File: config.mk
export PLATFORM = sky130hd
export DESIGN_NAME = wb_arbiter
export DESIGN_NICKNAME = d
export VERILOG_FILES = /design/src/rtl/pipeline_pkg.sv /design/src/rtl/rr_arbiter.sv /design/src/rtl/wb_arbiter.sv
export SDC_FILE = /design/constraint.sdc
export NUM_CORES = 1
export LEC_CHECK = 0
export BUFFER_PORTS_ARGS = -buffer_cell sky130_fd_sc_hd__buf_4
export CORE_MARGIN = 8
export CORE_UTILIZATION = 46
export DETAILED_ROUTE_END_ITERATION = 7
export PLACE_DENSITY_LB_ADDON = 0.08
export SYNTH_ARGS = -nofsm -noshare
export SYNTH_HDL_FRONTEND = slang
export SYNTH_SLANG_ARGS = --single-unit
File: constraint.sdc
create_clock -name CLK -period 14.25 [get_ports CLK]
set_input_delay 2.85 -clock CLK [delete_from_list [all_inputs] [get_ports CLK]]
set_output_delay 2.85 -clock CLK [all_outputs]
set_load 0.005 [all_outputs]
File: src/rtl/pipeline_pkg.sv
// Shared execute/writeback pipeline types: writeback request record, FU slot
// indices and the writeback FU-id width for the default four-unit build.
// Used by wb_arbiter; the WB_ARB_LS_PRIORITY_EN option keys on FU_SLS.
package pipeline_pkg;

  // Functional-unit slot assignment on the writeback arbiter request vector
  localparam int FU_SALU = 0;
  localparam int FU_SLS  = 1;
  localparam int FU_BR   = 2;
  localparam int FU_MLS  = 3;

  // Default writeback geometry
  localparam int WB_NUM_FU  = 4;
  localparam int WB_REG_W   = 5;
  localparam int WB_DATA_W  = 32;
  localparam int WB_FU_ID_W = $clog2(WB_NUM_FU);

  // One writeback request as handed from an FU into its holding register
  typedef struct packed {
    logic [WB_REG_W-1:0]  rd;
    logic [WB_DATA_W-1:0] data;
    logic                 spec;
  } wb_req_t;

  // Round-robin successor of idx in a ring of n slots
  function automatic int rr_next(input int idx, input int n);
    return (idx + 1 >= n) ? 0 : idx + 1;
  endfunction

endpackage

File: src/rtl/rr_arbiter.sv
// Round-robin pick: first set req bit at or above ptr, wrapping modulo N.
// Latency: purely combinational.
// Backpressure: none here; the caller decides whether a grant takes effect.
module rr_arbiter #(
  parameter int N  = 4,
  parameter int IW = $clog2(N)
) (
  input  logic [N-1:0]  req,
  input  logic [IW-1:0] ptr,
  output logic [N-1:0]  grant,
  output logic [IW-1:0] winner,
  output logic          found
);

  logic [IW:0]   sum;
  logic [IW-1:0] idx;

  // Walk the ring starting at ptr and latch the first requester seen
  always_comb begin
    grant  = '0;
    winner = '0;
    found  = 1'b0;
    sum    = '0;
    idx    = '0;
    for (int k = 0; k < N; k++) begin
      sum = {1'b0, ptr} + (IW+1)'(k);
      if (sum >= (IW+1)'(N)) begin
        sum = sum - (IW+1)'(N);
      end
      idx = sum[IW-1:0];
      if (!found && req[idx]) begin
        found       = 1'b1;
        grant[idx]  = 1'b1;
        winner      = idx;
      end
    end
  end

endmodule

File: src/rtl/wb_arbiter.sv
// Shares the scalar writeback port among execute FUs via one-deep holds + RR arbitration.
// Latency: FU handshake in cycle t gives wb_valid in cycle t+2; one result per cycle.
// Backpressure: wb_ready low freezes wb_*; a hold only refills when empty or being granted.
// Option WB_ARB_LS_PRIORITY_EN: scalar load/store (FU_SLS) pre-empts round-robin.
module wb_arbiter
  import pipeline_pkg::*;
#(
  parameter int NUM_FU = 4,
  parameter int DATA_W = 32,
  parameter int REG_W  = 5
) (
  input  logic                       CLK,
  input  logic                       rst,
  input  logic [NUM_FU-1:0]          fu_valid,
  output logic [NUM_FU-1:0]          fu_ready,
  input  logic [NUM_FU*REG_W-1:0]    fu_rd,
  input  logic [NUM_FU*DATA_W-1:0]   fu_data,
  input  logic [NUM_FU-1:0]          fu_spec,
  input  logic                       flush,
  input  logic                       wb_ready,
  output logic                       wb_valid,
  output logic [REG_W-1:0]           wb_rd,
  output logic [DATA_W-1:0]          wb_data,
  output logic [$clog2(NUM_FU)-1:0]  wb_fu_id,
  output logic                       wb_spec
);

  localparam int IDW = $clog2(NUM_FU);

  typedef struct packed {
    logic [REG_W-1:0]  rd;
    logic              spec;
    logic [DATA_W-1:0] data;
  } hold_t;

  hold_t             hold_q [NUM_FU];
  logic [NUM_FU-1:0] hold_v;
  logic [IDW-1:0]    rr_ptr;

  logic              out_free;
  logic [NUM_FU-1:0] rr_grant;
  logic [IDW-1:0]    rr_winner;
  logic              rr_found;
  logic [NUM_FU-1:0] grant;
  logic [IDW-1:0]    winner;
  logic              arb_found;
  logic              ls_win;
  logic              eff_grant;
  logic [NUM_FU-1:0] store;
  hold_t             win_q;

  // The output slot can take a new entry when empty or being drained this cycle
  assign out_free  = !wb_valid || wb_ready;
  assign eff_grant = arb_found && out_free;
  assign win_q     = hold_q[winner];

  rr_arbiter #(
    .N  (NUM_FU),
    .IW (IDW)
  ) u_rr (
    .req    (hold_v),
    .ptr    (rr_ptr),
    .grant  (rr_grant),
    .winner (rr_winner),
    .found  (rr_found)
  );

`ifdef WB_ARB_LS_PRIORITY_EN
  // Scalar load/store wins outright whenever it holds a result; others stay RR
  always_comb begin
    ls_win    = hold_v[FU_SLS];
    grant     = rr_grant;
    winner    = rr_winner;
    arb_found = rr_found;
    if (ls_win) begin
      grant         = '0;
      grant[FU_SLS] = 1'b1;
      winner        = IDW'(FU_SLS);
      arb_found     = 1'b1;
    end
  end
`else
  // Pure round-robin over every FU
  always_comb begin
    ls_win    = 1'b0;
    grant     = rr_grant;
    winner    = rr_winner;
    arb_found = rr_found;
  end
`endif

  // Ready when the hold is empty or its entry leaves for the output this cycle;
  // store filters out rd==0 and results killed by a same-cycle flush
  always_comb begin
    fu_ready = '0;
    store    = '0;
    for (int i = 0; i < NUM_FU; i++) begin
      fu_ready[i] = !rst && (!hold_v[i] || (grant[i] && out_free));
      store[i]    = fu_valid[i] && fu_ready[i] &&
                    (fu_rd[i*REG_W +: REG_W] != '0) &&
                    !(fu_spec[i] && flush);
    end
  end

  // Holding registers: refill wins over drain; flush kills speculative entries
  always_ff @(posedge CLK) begin
    if (rst) begin
      hold_v <= '0;
    end else begin
      for (int i = 0; i < NUM_FU; i++) begin
        if (store[i]) begin
          hold_v[i]      <= 1'b1;
          hold_q[i].rd   <= fu_rd[i*REG_W +: REG_W];
          hold_q[i].data <= fu_data[i*DATA_W +: DATA_W];
          hold_q[i].spec <= fu_spec[i];
        end else if ((grant[i] && eff_grant) || (flush && hold_q[i].spec)) begin
          hold_v[i] <= 1'b0;
        end
      end
    end
  end

  // Round-robin pointer moves past the winner; an LS priority win leaves it alone
  always_ff @(posedge CLK) begin
    if (rst) begin
      rr_ptr <= '0;
    end else if (eff_grant && !ls_win) begin
      rr_ptr <= IDW'(rr_next(int'(winner), NUM_FU));
    end
  end

  // Output register: load winner when free, freeze when stalled, drop spec on flush
  always_ff @(posedge CLK) begin
    if (rst) begin
      wb_valid <= 1'b0;
      wb_rd    <= '0;
      wb_data  <= '0;
      wb_fu_id <= '0;
      wb_spec  <= 1'b0;
    end else if (out_free) begin
      if (eff_grant) begin
        // A speculative winner caught by flush is consumed but never presented
        wb_valid <= !(flush && win_q.spec);
        wb_rd    <= win_q.rd;
        wb_data  <= win_q.data;
        wb_spec  <= win_q.spec;
        wb_fu_id <= winner;
      end else begin
        wb_valid <= 1'b0;
      end
    end else if (flush && wb_spec) begin
      wb_valid <= 1'b0;
    end
  end

endmodule

==> results of run 1 <==
critical path, cell delays in order, from the launching register on:
cell and delay, ns:
dfxtp_1 0.94, inv_1 0.64, ha_1 0.62, mux4_2 0.42, nor2b_2 0.89, a221oi_1 0.23
o221ai_1 0.36, and2_1 0.19, buf_4 0.11
placed cells by master, fill, tap and decap left out, drive strengths merged, types with 7 or more instances in the layout:
cell type,instances
a211o,22
clkinv,9
clkbuf,18
edfxtp,152
mux2i,17
o2bb2ai,15
nand2,110
a22oi,15
a21oi,51
o21ai,24
inv,17
ha,7
dfxtp,47
a211oi,35
buf,210
nor2,18
power by group through the flow:
stage	Combinational [uW]	Clock [uW]	Sequential, uW
finish	811	475	788
global placement	788	0	796
detailed placement	814	0	799
CTS	816	485	787
global route	895	504	798
floorplan	600	0	778
state kept, by name (all words and copies together), names as in the netlist:
name,count
wb_valid,1
rr_ptr,2
wb_rd,5
wb_data,32
hold_q,152
wb_fu_id,2
wb_spec,1
hold_v,4
final cells by class:
class | count | area [um^2] | area share
multi-input combinational | 372 | 2379 | 0.2291
clock buffer | 18 | 439.2 | 0.04229
sequential | 199 | 5505 | 0.5302
inverter | 12 | 50.05 | 0.004820
tap | 225 | 281.5 | 0.02711
clock inverter | 14 | 152.6 | 0.01470
timing repair buffer | 210 | 1577 | 0.1518
cell families after synthesis:
group,Yosys count,share of synthesized area
AOI/OAI and AO/OA,186,0.1586
adders and majority gates,7,0.01074
buffers and inverters,52,0.03715
DFF,199,0.6754
muxes,23,0.03469
and+or+nand+nor,156,0.08350
metal layers:
metal	track usage	vias up	part of all wire
met5	0	-	0
met4	0.05502	0	0.012
met3	0.06523	19	0.079
met2	0.3210	251	0.48
met1	0.2626	2894	0.43
li1	-	2743	-
stage by stage:
stage | area (um^2) | util | hold WS [ns]
after global routing | 10380 | 0.6003 | 0.4890
after global placement | 9792 | 0.5661 | 0.4497
after CTS | 10380 | 0.6003 | 0.4711
after floorplan | 8152 | - | 0.4606
final | 10380 | 0.6003 | 0.4710
after detailed placement | 9792 | 0.5661 | 0.4531
final timing paths:
check	slack (ns)	startpoint	to	cells past startpoint
worst max register to register	8.95	rr_ptr[0]	rr_ptr[0]	11
worst min-delay path	0.47	wb_data[23]	wb_data[23]	1
worst min register to register	0.47	wb_data[23]	wb_data[23]	1
worst max-delay path	6.56	rr_ptr[0]	fu_ready[3]	8
==> reports/metrics.yaml, run 1 <==
run_status:
  status: "finished clean"
placed_design:
  dp_hpwl_um: 15540
  place_congestion: 0.9560
  port_buffers: 204
  dp_slack_ns: 7.118
  placedCellCount: 1018
timing:
  period_share: 0.5400
  hold_viol: 0
  slew-limit-headroom: 0.1503
  final.setup.worst_slack_ns: 6.555
  fmax_ghz: 0.1300
  rsz0062_at_grt: "no"
  finClkSkew_ns: 0.01095
  finalSetupViolations: 0
  tns_ns: 0
  slew_viol_final: 0
  tightest_slew_ns: 1.275
  period_needed_ns: 7.695
cells_and_area:
  syn_to_final_growth_pct: 27.38
  fillCellCount: 1414
  layout.cells.non_filler: 1050
  num_antenna_cells: 0
  finish.net_count: 979
  final_layout_size_suffix_gt1_frac: 0.3176
power_and_ir_drop:
  power_switching_uw: 791.4
  intPower_uw: 1283
  p_leak_uw: 0.004194
  seqPwrFrac: 0.380
  p_per_area_nw_per_um2: 199.8
  p_clk_frac: 0.229
  p_sw_frac: 0.3815
  power_uw: 2075
  ir_worst_vdd_mv: 0.1494
  p_comb_frac: 0.391
cts:
  cts_hold_buf: 0
  ctsResizeCount: 0
  htree_levels: 4
  cts_tree: "built"
  cts_root_buffer: "clkbuf_16"
  numCtsBuffers: 17
  clockBufferDepth: 2
  postCtsSetupBuffers: 0
  path_clk_slew_ns: 0.07
  cts.sinks: 199
  insertion_delay_ns: 0.44
route:
  drtPass1Iterations: 5
  ant_nets: 0
  drc: 0
  num_vias: 5907
  drtIter0Drc: 574
  drt_wl_total_um: 22400
  drt-wirelength-per-cell_um: 21.33
  via_per_inst: 5.626
global_routing:
  antenna_found_initial: 0
  grt_pass1_wl_um: 34460
  grt_pass1_vias: 6250
  grt.total_usage: 0.2025
  grt_max_degree: 62
  grt_overflow: 0
synth:
  mappedNetlistNets: 790
  synthArstFlopShare: 0
  synthTopCellsByCount: "edfxtp_1, nand2_1, a21oi_1"
  yosysWarnings: 0
  synth_edf_count: 152
  synth_top_area_frac: 0.5599
  seq_area_frac_synth: 0.6754
  ys_ff_latch: 199
  yosysMostFrequentCell: "edfxtp_1"
  yosysUniqueCellTypes: 46
  synth_area_leaders: "edfxtp_1, dfxtp_1, nand2_1"
  syn_avg_cell_area_um2: 13.08
  synth_top_area_cell: "edfxtp_1"
  syn-cell-area_um2: 8152
  synthFlopType: "edfxtp_1"
  syn_inst: 623
floorplanning:
  die_w_um: 149.1
  die_h_um: 149.1
  core_um2: 17300
  num_io_pins: 205
  initial_core_util: 0.4713
  fp.dieArea_um2: 22240
  rows: 48
worst_setup_path:
  start_kind: "flop"
  cp_data_arrival_time_ns: 4.84
  crit_fanout: 23
  cp-end-kind: "output pin"
  critPathKind: "flop to output pin"
  critPathRequiredTime_ns: 11.40
min_path:
  hp-class: "flop to flop"
run:
  max_cap_viol_count: 0
(Power assumes the default switching activity.)
==> run 2: changes to the inputs <==
==> constraint.sdc (replaced) <==
create_clock -name CLK -period 8.07 [get_ports CLK]
set_input_delay 1.614 -clock CLK [delete_from_list [all_inputs] [get_ports CLK]]
set_output_delay 1.614 -clock CLK [all_outputs]
set_load 0.005 [all_outputs]
==> run 2 against run 1 <==
  * Critical path depth stayed put
  * First-iteration DRC count decreased by 12%
  * Die area stayed put
  * Combinational power grew 76%
  * Total power up 78%
  * Final cell count hardly changed
  * Clock power rose by 84%
  * Global-route usage shrank 0.42 points
  * Final area is 0.28% higher
  * Largest power group unchanged
  * Utilization up 0.17 points
  * Clock-buffer cell count unchanged
==> reports/metrics.yaml, run 2 (same netlist as run 1, synthesis figures left out) <==
cts:
  cts.sinks: 199  # unchanged
  path_clk_slew_ns: 0.07  # about the same
  cts_hold_buf: 0  # unchanged
  numCtsBuffers: 17  # unchanged
  cts_tree: "built"  # unchanged
  ctsResizeCount: 0  # unchanged
  postCtsSetupBuffers: 0  # unchanged
  cts_root_buffer: "clkbuf_16"  # unchanged
  htree_levels: 4  # unchanged
  insertion_delay_ns: 0.43  # was 0.44 ns
  clockBufferDepth: 2  # unchanged
power_and_ir_drop:
  p_comb_frac: 0.387  # was 0.391
  power_switching_uw: 1378  # was 791.4 uW
  p_leak_uw: 0.004207  # was 0.004194 uW
  intPower_uw: 2319  # was 1283 uW
  p_clk_frac: 0.237  # was 0.229
  p_per_area_nw_per_um2: 355.1  # was 199.8 nW/um^2
  ir_worst_vdd_mv: 0.1826  # was 0.1494 mV
  p_sw_frac: 0.3729  # was 0.3815
  seqPwrFrac: 0.377  # was 0.380
route:
  via_per_inst: 5.620  # was 5.626
  drt_wl_total_um: 22420  # was 22400 um
  drt-wirelength-per-cell_um: 21.33  # about the same
  drc: 0  # unchanged
  ant_nets: 0  # unchanged
  drtIter0Drc: 507  # was 574
  drtPass1Iterations: 5  # unchanged
  num_vias: 5907  # unchanged
worst_setup_path:
  slowest_stage: "nor2b_2"  # was dfxtp_1
  critPathRequiredTime_ns: 6.46  # was 11.40 ns
  critPathKind: "flop to output pin"  # unchanged
  critical-path-max-stage-delay_ns: 0.94  # about the same
  cp_data_arrival_time_ns: 4.85  # was 4.84 ns
  crit_fanout: 23  # unchanged
  start_kind: "flop"  # unchanged
  crit_buf_inv: 2  # unchanged
  crit_chain: "inv_1, ha_1, mux4_2, nor2b_2, a221oi_1, o221ai_1, and2_1, buf_4"  # unchanged
  cp-end-kind: "output pin"  # unchanged
  crit_family: "simple AND/OR/NAND/NOR gates"  # unchanged
timing:
  fmax_ghz: 0.1547
  period_needed_ns: 6.462
  finClkSkew_ns: 0.01634  # was 0.01095 ns
  slew_viol_final: 0  # unchanged
  rsz0062_at_grt: "no"  # unchanged
  tns_ns: 0  # unchanged
  slew-limit-headroom: 0.1548  # was 0.1503
  tightest_slew_ns: 1.268  # was 1.275 ns
  hold_viol: 0  # unchanged
  period_share: 0.8008
  finalSetupViolations: 0  # unchanged
global_routing:
  grt_overflow: 0  # unchanged
  grt.total_usage: 0.1983  # was 0.2025
  grt_pass1_wl_um: 33820  # was 34460 um
  grt_max_degree: 62  # unchanged
  grt_pass1_vias: 6200  # was 6250
  antenna_found_initial: 0  # unchanged
placed_design:
  port_buffers: 204  # unchanged
  place_congestion: 0.8860  # was 0.9560
  dp_hpwl_um: 15350  # was 15540 um
cells_and_area:
  final_layout_size_suffix_gt1_frac: 0.3172  # was 0.3176
  top_regs: "hold_q: 152 flops, wb_data: 32 flops, wb_rd: 5 flops"  # unchanged
  largest_reg_flops: 152  # unchanged
  final_cell_mix: "buf_4, edfxtp_1, nand2_1"  # unchanged
  fillCellCount: 1400  # was 1414
  finish.net_count: 980  # was 979
  syn_to_final_growth_pct: 27.74  # was 27.38%
  final_common_cell: "buf_4"  # unchanged
  fin_util: 0.6020  # was 0.6003
  num_antenna_cells: 0  # unchanged
  top_register: "hold_q"  # unchanged
floorplanning:
  num_io_pins: 205  # unchanged
  initial_core_util: 0.4713  # unchanged
  die_w_um: 149.1  # unchanged
  fp.dieArea_um2: 22240  # unchanged
  rows: 48  # unchanged
  core_um2: 17300  # unchanged
  die_h_um: 149.1  # unchanged
run:
  max_cap_viol_count: 0  # unchanged
min_path:
  hp-class: "flop to flop"  # unchanged
run_status:
  status: "finished clean"  # unchanged
## run 2: changes by cell type in the layout (fill, tap and decap cells not counted), sizes merged
cell and delta:
bufinv +2, clkinv -2, buf +1
## run 2: area by class of cell
cell class / instances / area [um^2] / area share
clock buffers: 18 / 429.2 / 0.04122
multi-input cells: 372 / 2379 / 0.2284
clock inverters: 14 / 183.9 / 0.01766
well taps: 225 / 281.5 / 0.02704
repair buffers: 211 / 1584 / 0.1521
flip-flops and latches: 199 / 5505 / 0.5287
inverters: 12 / 50.05 / 0.004807
## run 2: final timing paths
check                end  slack, ns         from  cells after the start
max          fu_ready[3]       1.61    rr_ptr[0]                      8
min reg2reg  wb_data[29]       0.47  wb_data[29]                      1
min          wb_data[29]       0.47  wb_data[29]                      1
max reg2reg    rr_ptr[0]       2.79    rr_ptr[0]                     11
## run 2: power by group through the flow
stage               Sequential (uW)  Combinational (uW)  Clock [uW]
floorplan                      1370                1060           0
global placement               1410                1390           0
detailed placement             1410                1440           0
CTS                            1390                1440         889
global route                   1410                1570         934
finish                         1390                1430         875
## run 2: layer usage
metal | wire [um] | vias up | track usage
li1 | - | 2749 | -
met1 | 9140 | 2860 | 0.2471
met2 | 10950 | 270 | 0.3181
met3 | 2013 | 28 | 0.07100
met4 | 315 | 0 | 0.06007
met5 | 0 | - | 0
## run 2: metrics by stage
step / worst slack [ns] / instance area (um^2) / total power [uW] / std cells / hold WS (ns)
final: 1.608 / 10410 / 3697 / 1051 / 0.4717
after global routing: 1.210 / 10410 / 3915 / 1051 / 0.4892
after CTS: 1.692 / 10410 / 3720 / 1051 / 0.4688
after detailed placement: 2.156 / 9799 / 2846 / 1019 / 0.4505
after global placement: 2.417 / 9799 / 2798 / 1019 / 0.4496
after floorplan: 1.750 / 8152 / 2434 / 623 / 0.4606
==> run 3: changes to the inputs <==
==> constraint.sdc (replaced) <==
create_clock -name CLK -period 5.8 [get_ports CLK]
set_input_delay 1.16 -clock CLK [delete_from_list [all_inputs] [get_ports CLK]]
set_output_delay 1.16 -clock CLK [all_outputs]
set_load 0.005 [all_outputs]
==> run 3 against run 2 <==
  * Combinational power is 38% higher
  * Final area increased by 0.35%
  * First-iteration DRC count shrank 24%
  * Total power rose by 40%
  * Clock-buffer cell count increased by 1
  * Utilization up 0.21 points
  * Critical path depth increased by 4
  * Clock skew about the same
  * Register-to-register slack got worse by 1.5 ns
  * Critical endpoint is now rr_ptr[0]
  * Largest cell class unchanged
==> reports/metrics.yaml, run 3 (same netlist as run 1, synthesis figures left out) <==
cells_and_area:
  syn_to_final_growth_pct: 28.18  # was 27.74%
  final_cell_mix: "buf_4, edfxtp_1, nand2_1"  # unchanged
  finish.net_count: 981  # was 980
  layout.cells.non_filler: 1052  # was 1051
  top_register: "hold_q"  # unchanged
  num_antenna_cells: 0  # unchanged
  final_area_um2: 10450  # was 10410 um^2
  top_regs: "hold_q: 152 flops, wb_data: 32 flops, wb_rd: 5 flops"  # unchanged
  final_layout_size_suffix_gt1_frac: 0.3168  # was 0.3172
  fin_util: 0.6041  # was 0.6020
  largest_reg_flops: 152  # unchanged
  final_common_cell: "buf_4"  # unchanged
global_routing:
  grt.total_usage: 0.1962  # was 0.1983
  antenna_found_initial: 0  # unchanged
  grt_max_degree: 62  # unchanged
  grt_pass1_vias: 6193  # was 6200
  grt_pass1_wl_um: 33570  # was 33820 um
  grt_overflow: 0  # unchanged
timing:
  final.setup.worst_slack_ns: 1.244  # was 1.608 ns
  slew_viol_final: 0  # unchanged
  finClkSkew_ns: 0.01586  # was 0.01634 ns
  fmax_ghz: 0.2195
  finalSetupViolations: 0  # unchanged
  hold_viol: 0  # unchanged
  slew-limit-headroom: 0.1796  # was 0.1548
  period_share: 0.7855
  rsz0062_at_grt: "no"  # unchanged
  period_needed_ns: 4.556
  tightest_slew_ns: 1.229  # was 1.268 ns
cts:
  ctsResizeCount: 0  # unchanged
  cts_root_buffer: "clkbuf_16"  # unchanged
  clockBufferDepth: 2  # unchanged
  postCtsSetupBuffers: 0  # unchanged
  cts_tree: "built"  # unchanged
  numCtsBuffers: 17  # unchanged
  cts.sinks: 199  # unchanged
  cts_hold_buf: 0  # unchanged
  path_clk_slew_ns: 0.07  # about the same
  htree_levels: 4  # unchanged
  insertion_delay_ns: 0.43  # about the same
floorplanning:
  rows: 48  # unchanged
  core_um2: 17300  # unchanged
  fp.dieArea_um2: 22240  # unchanged
  num_io_pins: 205  # unchanged
  die_h_um: 149.1  # unchanged
  die_w_um: 149.1  # unchanged
  initial_core_util: 0.4713  # unchanged
worst_setup_path:
  cp_data_arrival_time_ns: 4.92  # was 4.85 ns
  critPathKind: "flop to flop"  # was flop to output pin
  start_kind: "flop"  # unchanged
  cp_common_cell: "ha_1"
  cp-end-kind: "flop"  # was output pin
  ff2ff_path_depth: 12  # was 11
  r2r-end: "rr_ptr[0]"  # unchanged
  reg2reg_slack_ns: 1.24  # was 2.79 ns
  critPathRequiredTime_ns: 6.16  # was 6.46 ns
  crit_fanout: 61  # was 23
  critical-path-max-stage-delay_ns: 0.90  # was 0.94 ns
  slowest_stage: "dfxtp_1"  # was nor2b_2
  regToRegStartpoint: "rr_ptr[0]"  # unchanged
  crit_chain: "inv_1, ha_1, mux4_2, nor2b_2, buf_4, nor2_8, o21ba_4, clkinv_4, ha_1, nor3_1, a21oi_1, nor2_1"  # was inv_1, ha_1, mux4_2, nor2b_2, a221oi_1, o221ai_1, and2_1, buf_4
  crit_family: "buffers and inverters"  # was simple AND/OR/NAND/NOR gates
  crit_buf_inv: 3  # was 2
min_path:
  hp-class: "flop to flop"  # unchanged
  min_from: "wb_data[11]"  # was wb_data[29]
  min_delay_path_depth: 1  # unchanged
  hold_path_end: "wb_data[11]"  # was wb_data[29]
power_and_ir_drop:
  power_uw: 5164  # was 3697 uW
  power_switching_uw: 1887  # was 1378 uW
  ir_worst_vdd_mv: 0.3017  # was 0.1826 mV
  p_comb_frac: 0.381  # was 0.387
  p_leak_uw: 0.004220  # was 0.004207 uW
  p_per_area_nw_per_um2: 494.2  # was 355.1 nW/um^2
  p_sw_frac: 0.3654  # was 0.3729
  intPower_uw: 3277  # was 2319 uW
  p_clk_frac: 0.243  # was 0.237
  seqPwrFrac: 0.377  # about the same
route:
  num_vias: 5947  # was 5907
  drt-wirelength-per-cell_um: 20.80  # was 21.33 um
  via_per_inst: 5.653  # was 5.620
  drtIter0Drc: 384  # was 507
  drc: 0  # unchanged
  drtPass1Iterations: 5  # unchanged
  ant_nets: 0  # unchanged
  drt_wl_total_um: 21880  # was 22420 um
placed_design:
  port_buffers: 204  # unchanged
  dp_slack_ns: 1.195  # was 2.156 ns
  post_dp_cell_area_um2: 9813  # was 9799 um^2
  placedCellCount: 1020  # was 1019
  place_congestion: 0.8231  # was 0.8860
  dp_hpwl_um: 15140  # was 15350 um
run:
  max_cap_viol_count: 0  # unchanged
run_status:
  status: "finished clean"  # unchanged
## run 3: area by class of cell
class                   count  area, um^2
inverters                  12       50.05
multi-input cells         372        2385
flip-flops and latches    199        5505
clock buffers              19       432.9
clock inverters            13       202.7
well taps                 225       281.5
repair buffers            212        1592
fillers                  1383        6848
## run 3: worst max path at each step
stage	start	end	slack, ns	cells after the start
finish	rr_ptr[0]	rr_ptr[0]	1.24	12
global route	rr_ptr[0]	rr_ptr[0]	0.69	12
CTS	rr_ptr[0]	rr_ptr[0]	1.18	12
detailed placement	rr_ptr[0]	rr_ptr[0]	1.19	12
global placement	rr_ptr[0]	rr_ptr[0]	1.36	12
floorplan	rr_ptr[0]	hold_q[0][0]	-0.52	13
## run 3: per-layer routing
metal,GRT usage,part of all wire,wire (um),vias up
li1,-,-,-,2745
met1,0.2405,0.41,9003,2924
met2,0.3274,0.50,10990,248
met3,0.05886,0.071,1544,30
met4,0.06007,0.016,350,0
met5,0,0,0,-
## run 3: worst register-to-register path, cell delays in order (launching register included)
cell and delay [ns]:
dfxtp_1 0.90, inv_1 0.16, ha_1 0.46, mux4_2 0.32, nor2b_2 0.09, buf_4 0.22, nor2_8 0.26, o21ba_4 0.78
clkinv_4 0.58, ha_1 0.37, nor3_1 0.18, a21oi_1 0.06, nor2_1 0.11
## run 3: through the flow
step	setup TNS, ns	hold WS, ns
2_1_floorplan	-59.32	0.4606
3_3_place_gp	0	0.4523
3_5_place_dp	0	0.4555
4_1_cts	0	0.4729
5_1_grt	0	0.4872
6_report	0	0.4696
## run 3: power groups by stage
stage          clock [uW]  sequential (uW)  combinational (uW)
2_1_floorplan           0             1910                1480
3_3_place_gp            0             1970                1900
3_5_place_dp            0             1970                1980
4_1_cts              1270             1950                1990
5_1_grt              1330             1970                2170
6_report             1250             1950                1970
